**config.mk**
```make
export PLATFORM = sky130hd
export DESIGN_NAME = uart_case_filter
export DESIGN_NICKNAME = d
export VERILOG_FILES = /design/src/rtl/uart_pkg.sv /design/src/rtl/uart_case_fifo.sv /design/src/rtl/uart_case_filter.sv
export SDC_FILE = /design/constraint.sdc
export NUM_CORES = 1
export LEC_CHECK = 0
export BUFFER_PORTS_ARGS = -buffer_cell sky130_fd_sc_hd__buf_2
export CORE_UTILIZATION = 54
export DETAILED_ROUTE_END_ITERATION = 16
export PLACE_DENSITY = 0.72
export SLEW_MARGIN = 20
export SYNTH_ARGS = -nofsm -noshare
export SYNTH_HDL_FRONTEND = slang
export SYNTH_SLANG_ARGS = --single-unit
```
**constraint.sdc**
```tcl
create_clock -name i_clk -period 7.1 [get_ports i_clk]
set_input_delay 1.42 -clock i_clk [delete_from_list [all_inputs] [get_ports i_clk]]
set_output_delay 1.42 -clock i_clk [all_outputs]
set_load 0.01 [all_outputs]
```
**src/rtl/uart_pkg.sv**
```systemverilog
// rtl/uart_pkg.sv - shared types, ASCII constants and case transform for the UART case filter
//
// Purpose : holds the mode enum, the ASCII constants used by the filter,
//           the CRLF state type and the byte case-transform helper.
// Ports   : none (package).
// Config  : the CRLF state type is only used when UART_CASE_FILTER_CRLF_EN is defined.

package uart_pkg;

  typedef enum logic [1:0] {
    MODE_PASS   = 2'd0,
    MODE_UPPER  = 2'd1,
    MODE_LOWER  = 2'd2,
    MODE_TOGGLE = 2'd3
  } mode_e;

  typedef enum logic {
    CRLF_IDLE   = 1'b0,
    CRLF_INS_LF = 1'b1
  } crlf_state_e;

  localparam logic [7:0] CHAR_CR  = 8'h0D;
  localparam logic [7:0] CHAR_LF  = 8'h0A;
  localparam logic [7:0] CASE_BIT = 8'h20;

  // Only ASCII letters are ever touched; everything else passes unchanged.
  function automatic logic [7:0] apply_case(input logic [7:0] b, input mode_e m);
    logic       is_lo;
    logic       is_up;
    logic [7:0] r;
    is_lo = (b >= 8'h61) && (b <= 8'h7A);
    is_up = (b >= 8'h41) && (b <= 8'h5A);
    r     = b;
    case (m)
      MODE_UPPER:  if (is_lo)          r = b - CASE_BIT;
      MODE_LOWER:  if (is_up)          r = b + CASE_BIT;
      MODE_TOGGLE: if (is_lo || is_up) r = b ^ CASE_BIT;
      default:                         r = b;
    endcase
    return r;
  endfunction

endpackage

```
**src/rtl/uart_case_fifo.sv**
```systemverilog
// rtl/uart_case_fifo.sv - first-word-fall-through byte FIFO with occupancy output
//
// Purpose : DEPTH-entry, 8-bit FWFT FIFO. The head entry is always visible on
//           o_rdata while o_empty is low. Pointers wrap modulo DEPTH.
// Ports   : i_clk, i_rst (sync, active-high)
//           i_push, i_wdata   write request / data (honoured if not full, or
//                             if full and a pop happens in the same cycle)
//           i_pop             read request (ignored while empty)
//           o_rdata           head entry
//           o_empty, o_full   registered status
//           o_level           occupancy 0..DEPTH

module uart_case_fifo #(
  parameter int DEPTH = 16
) (
  input  logic                     i_clk,
  input  logic                     i_rst,
  input  logic                     i_push,
  input  logic [7:0]               i_wdata,
  input  logic                     i_pop,
  output logic [7:0]               o_rdata,
  output logic                     o_empty,
  output logic                     o_full,
  output logic [$clog2(DEPTH):0]   o_level
);

  localparam int AW = $clog2(DEPTH);
  localparam logic [AW:0] LVL_FULL = (AW+1)'(DEPTH);

  logic [7:0]    mem_q [DEPTH];
  logic [AW-1:0] wr_ptr_q, wr_ptr_d;
  logic [AW-1:0] rd_ptr_q, rd_ptr_d;
  logic [AW:0]   level_q, level_d;
  logic          empty_q, empty_d;
  logic          full_q, full_d;
  logic          do_push;
  logic          do_pop;

  always_comb begin
    do_pop   = i_pop && !empty_q;
    // A pop in the same cycle frees the slot a full FIFO needs for the push.
    do_push  = i_push && (!full_q || do_pop);
    wr_ptr_d = wr_ptr_q;
    rd_ptr_d = rd_ptr_q;
    level_d  = level_q;
    if (do_push) wr_ptr_d = wr_ptr_q + AW'(1);
    if (do_pop)  rd_ptr_d = rd_ptr_q + AW'(1);
    if (do_push && !do_pop) level_d = level_q + (AW+1)'(1);
    if (!do_push && do_pop) level_d = level_q - (AW+1)'(1);
    empty_d = (level_d == '0);
    full_d  = (level_d == LVL_FULL);
  end

  always_ff @(posedge i_clk) begin
    if (i_rst) begin
      wr_ptr_q <= '0;
      rd_ptr_q <= '0;
      level_q  <= '0;
      empty_q  <= 1'b1;
      full_q   <= 1'b0;
    end else begin
      wr_ptr_q <= wr_ptr_d;
      rd_ptr_q <= rd_ptr_d;
      level_q  <= level_d;
      empty_q  <= empty_d;
      full_q   <= full_d;
    end
  end

  // Storage needs no reset: nothing is visible until a pointer-tracked write.
  always_ff @(posedge i_clk) begin
    if (do_push) mem_q[wr_ptr_q] <= i_wdata;
  end

  assign o_rdata = mem_q[rd_ptr_q];
  assign o_empty = empty_q;
  assign o_full  = full_q;
  assign o_level = level_q;

endmodule

```
**src/rtl/uart_case_filter.sv**
```systemverilog
// rtl/uart_case_filter.sv - UART byte case transformer feeding a FWFT FIFO with drop counting
//
// Purpose : applies the selected case transform to each received byte at
//           acceptance, buffers it in uart_case_fifo and presents the head to
//           the transmitter. Bytes that find no room are dropped and counted
//           (saturating).
// Ports   : i_clk, i_rst (sync, active-high)
//           i_mode      0 pass, 1 upper, 2 lower, 3 toggle case
//           i_rx_data, i_rx_valid     receiver byte strobe (no backpressure)
//           o_tx_data, o_tx_valid, i_tx_ready   transmitter handshake
//           o_empty, o_full, o_level  FIFO status
//           o_drop_cnt  discarded byte count
// Config  : UART_CASE_FILTER_CRLF_EN - when defined, every accepted CR is
//           followed by an inserted LF on the next cycle.

module uart_case_filter
  import uart_pkg::*;
#(
  parameter int DEPTH = 16,
  parameter int CNT_W = 8
) (
  input  logic                     i_clk,
  input  logic                     i_rst,
  input  logic [1:0]               i_mode,
  input  logic [7:0]               i_rx_data,
  input  logic                     i_rx_valid,
  output logic [7:0]               o_tx_data,
  output logic                     o_tx_valid,
  input  logic                     i_tx_ready,
  output logic                     o_empty,
  output logic                     o_full,
  output logic [$clog2(DEPTH):0]   o_level,
  output logic [CNT_W-1:0]         o_drop_cnt
);

  localparam int AW = $clog2(DEPTH);

  logic [AW:0]      level;
  logic             empty;
  logic             full;
  logic             pop;
  logic             push;
  logic             drop;
  logic [7:0]       rx_xform;
  logic [7:0]       push_data;
  logic [CNT_W-1:0] drop_cnt_q, drop_cnt_d;

`ifdef UART_CASE_FILTER_CRLF_EN
  localparam logic [AW:0] LVL_ONE_FREE = (AW+1)'(DEPTH - 1);
  crlf_state_e state_q, state_d;
  logic        room_for_pair;
`endif

  always_comb begin
    pop       = !empty && i_tx_ready;
    rx_xform  = apply_case(i_rx_data, mode_e'(i_mode));
    push      = 1'b0;
    push_data = rx_xform;
    drop      = 1'b0;
`ifdef UART_CASE_FILTER_CRLF_EN
    state_d = state_q;
    // CR+LF need two slots; a same-cycle pop counts as one freed slot.
    room_for_pair = (level < LVL_ONE_FREE) || ((level == LVL_ONE_FREE) && pop);
    case (state_q)
      CRLF_IDLE: begin
        if (i_rx_valid) begin
          if (i_rx_data == CHAR_CR) begin
            if (room_for_pair) begin
              push    = 1'b1;
              state_d = CRLF_INS_LF;
            end else begin
              drop = 1'b1;
            end
          end else if (!full || pop) begin
            push = 1'b1;
          end else begin
            drop = 1'b1;
          end
        end
      end
      CRLF_INS_LF: begin
        // The slot was reserved when the CR was accepted, so this always fits.
        push      = 1'b1;
        push_data = CHAR_LF;
        drop      = i_rx_valid;
        state_d   = CRLF_IDLE;
      end
      default: state_d = CRLF_IDLE;
    endcase
`else
    if (i_rx_valid) begin
      if (!full || pop) push = 1'b1;
      else              drop = 1'b1;
    end
`endif
    drop_cnt_d = drop_cnt_q;
    if (drop && (drop_cnt_q != '1)) drop_cnt_d = drop_cnt_q + CNT_W'(1);
  end

  always_ff @(posedge i_clk) begin
    if (i_rst) begin
      drop_cnt_q <= '0;
`ifdef UART_CASE_FILTER_CRLF_EN
      state_q    <= CRLF_IDLE;
`endif
    end else begin
      drop_cnt_q <= drop_cnt_d;
`ifdef UART_CASE_FILTER_CRLF_EN
      state_q    <= state_d;
`endif
    end
  end

  uart_case_fifo #(
    .DEPTH (DEPTH)
  ) u_fifo (
    .i_clk   (i_clk),
    .i_rst   (i_rst),
    .i_push  (push),
    .i_wdata (push_data),
    .i_pop   (i_tx_ready),
    .o_rdata (o_tx_data),
    .o_empty (empty),
    .o_full  (full),
    .o_level (level)
  );

  assign o_tx_valid = !empty;
  assign o_empty    = empty;
  assign o_full     = full;
  assign o_level    = level;
  assign o_drop_cnt = drop_cnt_q;

endmodule
```
==> run summary <==
The final hold violation count is 0. The power per cell area is approximately 290 mW/mm^2. The number of slew-limit violations in the final report came to 0. The tightest slew margin relative to the limit is roughly a quarter. The total DRC errors in the routed layout is 2. Post-CTS repair changed the size of 0 cells. The CTS tree is built. In this run the biggest area consumer among cell types represents between 50% and 60% of the synthesized area. The max-cap violation count came out at 0. The fraction of final layout cells with drive strength greater than 1 came out at a little under a quarter.

The worst min-delay path class is flip-flop to flip-flop. The mean instance size in the synthesized netlist came out at around 18 um^2. After synthesis the cells add up to around 0.0065 mm^2. The overall global routing resource usage is a little over a fifth. STA classifies the critical path startpoint as a flip-flop. Among cell families on the critical path, the largest total delay comes from multiplexers.

The routed layout has about 3400 vias. The total length of routed wires is roughly 13000 um. The critical path is of the flip-flop to output port type.

Buffers placed on the I/O ports in this run total 37. The maximum clock skew at final layout is around 0.016 ns. The power share of the combinational group came out at 8.6%. The run finished, with violations left. Traced cell by cell, the critical path runs through mux4_1 -> mux4_2 -> buf_2.

The sequential share of the synthesized area is approximately two thirds. The number of post-CTS setup repair buffers is 0. After synthesis, the cell types taking the most area are sky130_fd_sc_hd__edfxtp_1 59%, sky130_fd_sc_hd__mux4_1 9.7%, sky130_fd_sc_hd__dfxtp_1 8.3%, sky130_fd_sc_hd__mux4_2 5.6%, sky130_fd_sc_hd__nor2_1 2.2%. The length of the first detailed-routing pass in iterations is 11. The height of the die came out at 112 um.

The final period utilization came out at roughly 59%. The floorplan die area is about 0.012 mm^2. After detailed placement, the total cell area comes to between 0.006 and 0.007 mm^2. The maximum level of the CTS H-tree came out at 4.

The post-route setup TNS came out at 0 ns. The total I/O pin count is 38. At the later pin of the worst-skew pair, clock insertion delay measures 0.42 ns. The total congestion overflow is 0. Sequential cells burn 49.2% of the power. The count of distinct cell types in the synthesized netlist is 50.

The actual transition at the worst max-transition pin is between 1 and 1.5 ns. The congestion estimate from routability-driven global placement came to 0.752. The required time at the endpoint of the critical path is around 5.7 ns. The detailed router's first-iteration violation count came out at approximately 370. The row count is 39. The cell area after layout is about 0.0074 mm^2. The number of vias per cell after detailed routing is between 6 and 7.

0 antenna diodes ended up in the layout. The tree is rooted in a sky130_fd_sc_hd__clkbuf_16. Setup repair after global routing left no endpoint under its margin. The maximum number of pins on one net before global-route repair came out at 33. The number of antenna violations at the first check in global routing came out at 0. The die is 112 um wide. The net count of the mapped netlist is a little under 400. The clock period minus final worst setup slack is ~4.2 ns. Data arrives at the worst endpoint at 2.75 ns. The clock share of power is between 40 and 50%. The highest-delay cell along the critical path is sky130_fd_sc_hd__dfxtp_2. The checks that failed: design-rule violations. The post-synthesis register bit count came out at between 150 and 200. In this run switching power makes up around 22% of total power. The achievable clock frequency came out at between 200 and 250 MHz. STA classifies the critical path endpoint as an output port. The cell-internal power came out at about 1.6 mW.

The layout net count came out at between 400 and 500. The largest single stage delay on the critical path is between 0.9 and 1 ns. The clock-pin slew reported for the worst setup and hold paths after clock tree synthesis came out at about 0.06 ns.

The number of logic stages on the critical path including buffering came out at 3. In this run the power spent charging and discharging nets is around 460 uW. The count of nets left with antenna violations after detail routing is 0. The via count of the first global-routing pass came out at 3360.

The final core utilization is 63.7%. The total power consumption of the routed design is approximately 2.1 mW. Setup violations remaining at the end of the flow were counted as 0. After detailed routing, the average wire length per cell comes to roughly 22 um. The first global-routing pass estimated approximately 19000 um of wire. The total half-perimeter wirelength after legalization and detailed placement came out at roughly 7600 um. The deepest clock path buffer count came out at 2. Compared with the post-synthesis result, the final layout area differs by 13.6%.

In this run the worst path has a maximum fanout of 32. Along the worst hold path, the cell count comes to 2. For this design, the sink count on the clock tree is roughly 160. The number of buffers created by CTS came out at 17. The standby leakage power is approximately 2.5 nW. The biggest area contributor in the post-synthesis netlist is sky130_fd_sc_hd__edfxtp_1. Hold repair after CTS inserted 0 buffers.

The number of cells produced by synthesis is 366. The number of cells traversed by the worst register-to-register path came out at 4. For this configuration, the core starts out at a cell density of around 56%. The maximum vdd drop came out at 199 uV. The number of buffers and inverters on the critical path is 1.

The core area is approximately 0.012 mm^2. The total of warnings raised by yosys is 0.
==> registers in the layout, summed over array words and instances, names as in the netlist, named ones only <==
name,count
u_fifo.o_empty,1
u_fifo.mem_q,128
o_drop_cnt,8
u_fifo.rd_ptr_q,4
u_fifo.o_level,5
u_fifo.o_full,1
u_fifo.wr_ptr_q,4
==> cells in the final DEF (no fill, tap or decap), types with 4 or more instances in the layout <==
cell type,n
sky130_fd_sc_hd__a21oi_1,5
sky130_fd_sc_hd__buf_2,37
sky130_fd_sc_hd__clkbuf_16,17
sky130_fd_sc_hd__clkinv_2,5
sky130_fd_sc_hd__clkinvlp_4,4
sky130_fd_sc_hd__dfxtp_1,26
sky130_fd_sc_hd__edfxtp_1,128
sky130_fd_sc_hd__ha_1,11
sky130_fd_sc_hd__inv_1,9
sky130_fd_sc_hd__mux4_1,24
sky130_fd_sc_hd__mux4_2,16
sky130_fd_sc_hd__nand2_1,17
sky130_fd_sc_hd__nand3_1,4
sky130_fd_sc_hd__nor2_1,38
sky130_fd_sc_hd__nor2b_1,4
sky130_fd_sc_hd__nor3_2,4
sky130_fd_sc_hd__xnor2_1,12
sky130_fd_sc_hd__xor2_1,6
==> power by group through the flow <==
| stage | clock network, mW | registers (mW) | logic [mW] |
|---|---|---|---|
| after floorplan | 0 | 1.04 | 0.147 |
| final | 0.886 | 1.04 | 0.181 |
| after global routing | 0.930 | 1.04 | 0.197 |
| after CTS | 0.896 | 1.04 | 0.182 |
| after global placement | 0 | 1.05 | 0.175 |
| after detailed placement | 0 | 1.06 | 0.180 |
==> cell families (layout without fill, tap and decap cells) <==
kind of cell,after synthesis,count (layout),synth area share [%]
xor+xnor,18,18,2.43
fa+ha+maj,11,11,2.12
buf+inv,25,80,2.32
simple gates,86,86,6.25
mux,42,42,15.6
flops,155,155,67.6
compound gates,29,29,3.67
==> metal layers <==
layer | part of all wire [%] | vias to the layer above | track usage, %
met5 | 0 | - | 0
met4 | 1.5 | 0 | 8.02
met3 | 6.6 | 22 | 6.04
met2 | 48 | 129 | 33.6
met1 | 44 | 1730 | 30.2
li1 | - | 1542 | -
==> area by class of cell <==
type	count	area, um^2
clock buffer	17	425
inverter	9	33.8
clock inverter	15	156
fill	794	4200
multi-input combinational	186	1990
timing repair buffer	39	200
tap	143	179
sequential	155	4390
==> worst paths after layout <==
kind | to | slack [ns] | startpoint
min reg2reg | o_drop_cnt[7] | 0.49 | o_drop_cnt[7]
min | o_drop_cnt[7] | 0.49 | o_drop_cnt[7]
max | o_tx_data[3] | 2.93 | flip-flop
max reg2reg | u_fifo.mem_q[7][5] | 4.48 | u_fifo.o_empty
==> Yosys cell counts, drive strengths merged <==
cell     count
a21oi        6
buf         12
o211a        1
ha          11
nand3        5
and3         2
nor4bb       1
a22oi        1
xor2         6
or2          1
o32a         1
edfxtp     128
nor4         1
a221o        1
nor4b        1
o2bb2ai      1
nor3         7
mux4        40
nand4        2
nor2b        4
nand2b       3
a211oi       3
mux2i        2
nor2        39
xnor2       12
nand2       17
o41ai        2
o221ai       1
or3          1
o21ai        3
dfxtp       27
or4          2
a2111oi      3
a31oi        2
clkbuf       4
inv          9
o211ai       2
o21a         1
o21bai       1
==> stage by stage <==
stage | setup slack [ns] | std cells | hold slack (ns)
after floorplan | 3.58 | 366 | 0.460
after global placement | 3.35 | 532 | 0.466
after detailed placement | 3.29 | 532 | 0.482
after CTS | 2.90 | 564 | 0.493
after global routing | 2.80 | 564 | 0.533
final | 2.93 | 564 | 0.490
==> worst min-delay path, cell delays in order, from the launching register on <==
cell,delay (ns)
sky130_fd_sc_hd__dfxtp_1,0.32
sky130_fd_sc_hd__o41ai_1,0.06
sky130_fd_sc_hd__a21oi_1,0.06
Note: power is estimated with default switching activity, not from simulation.
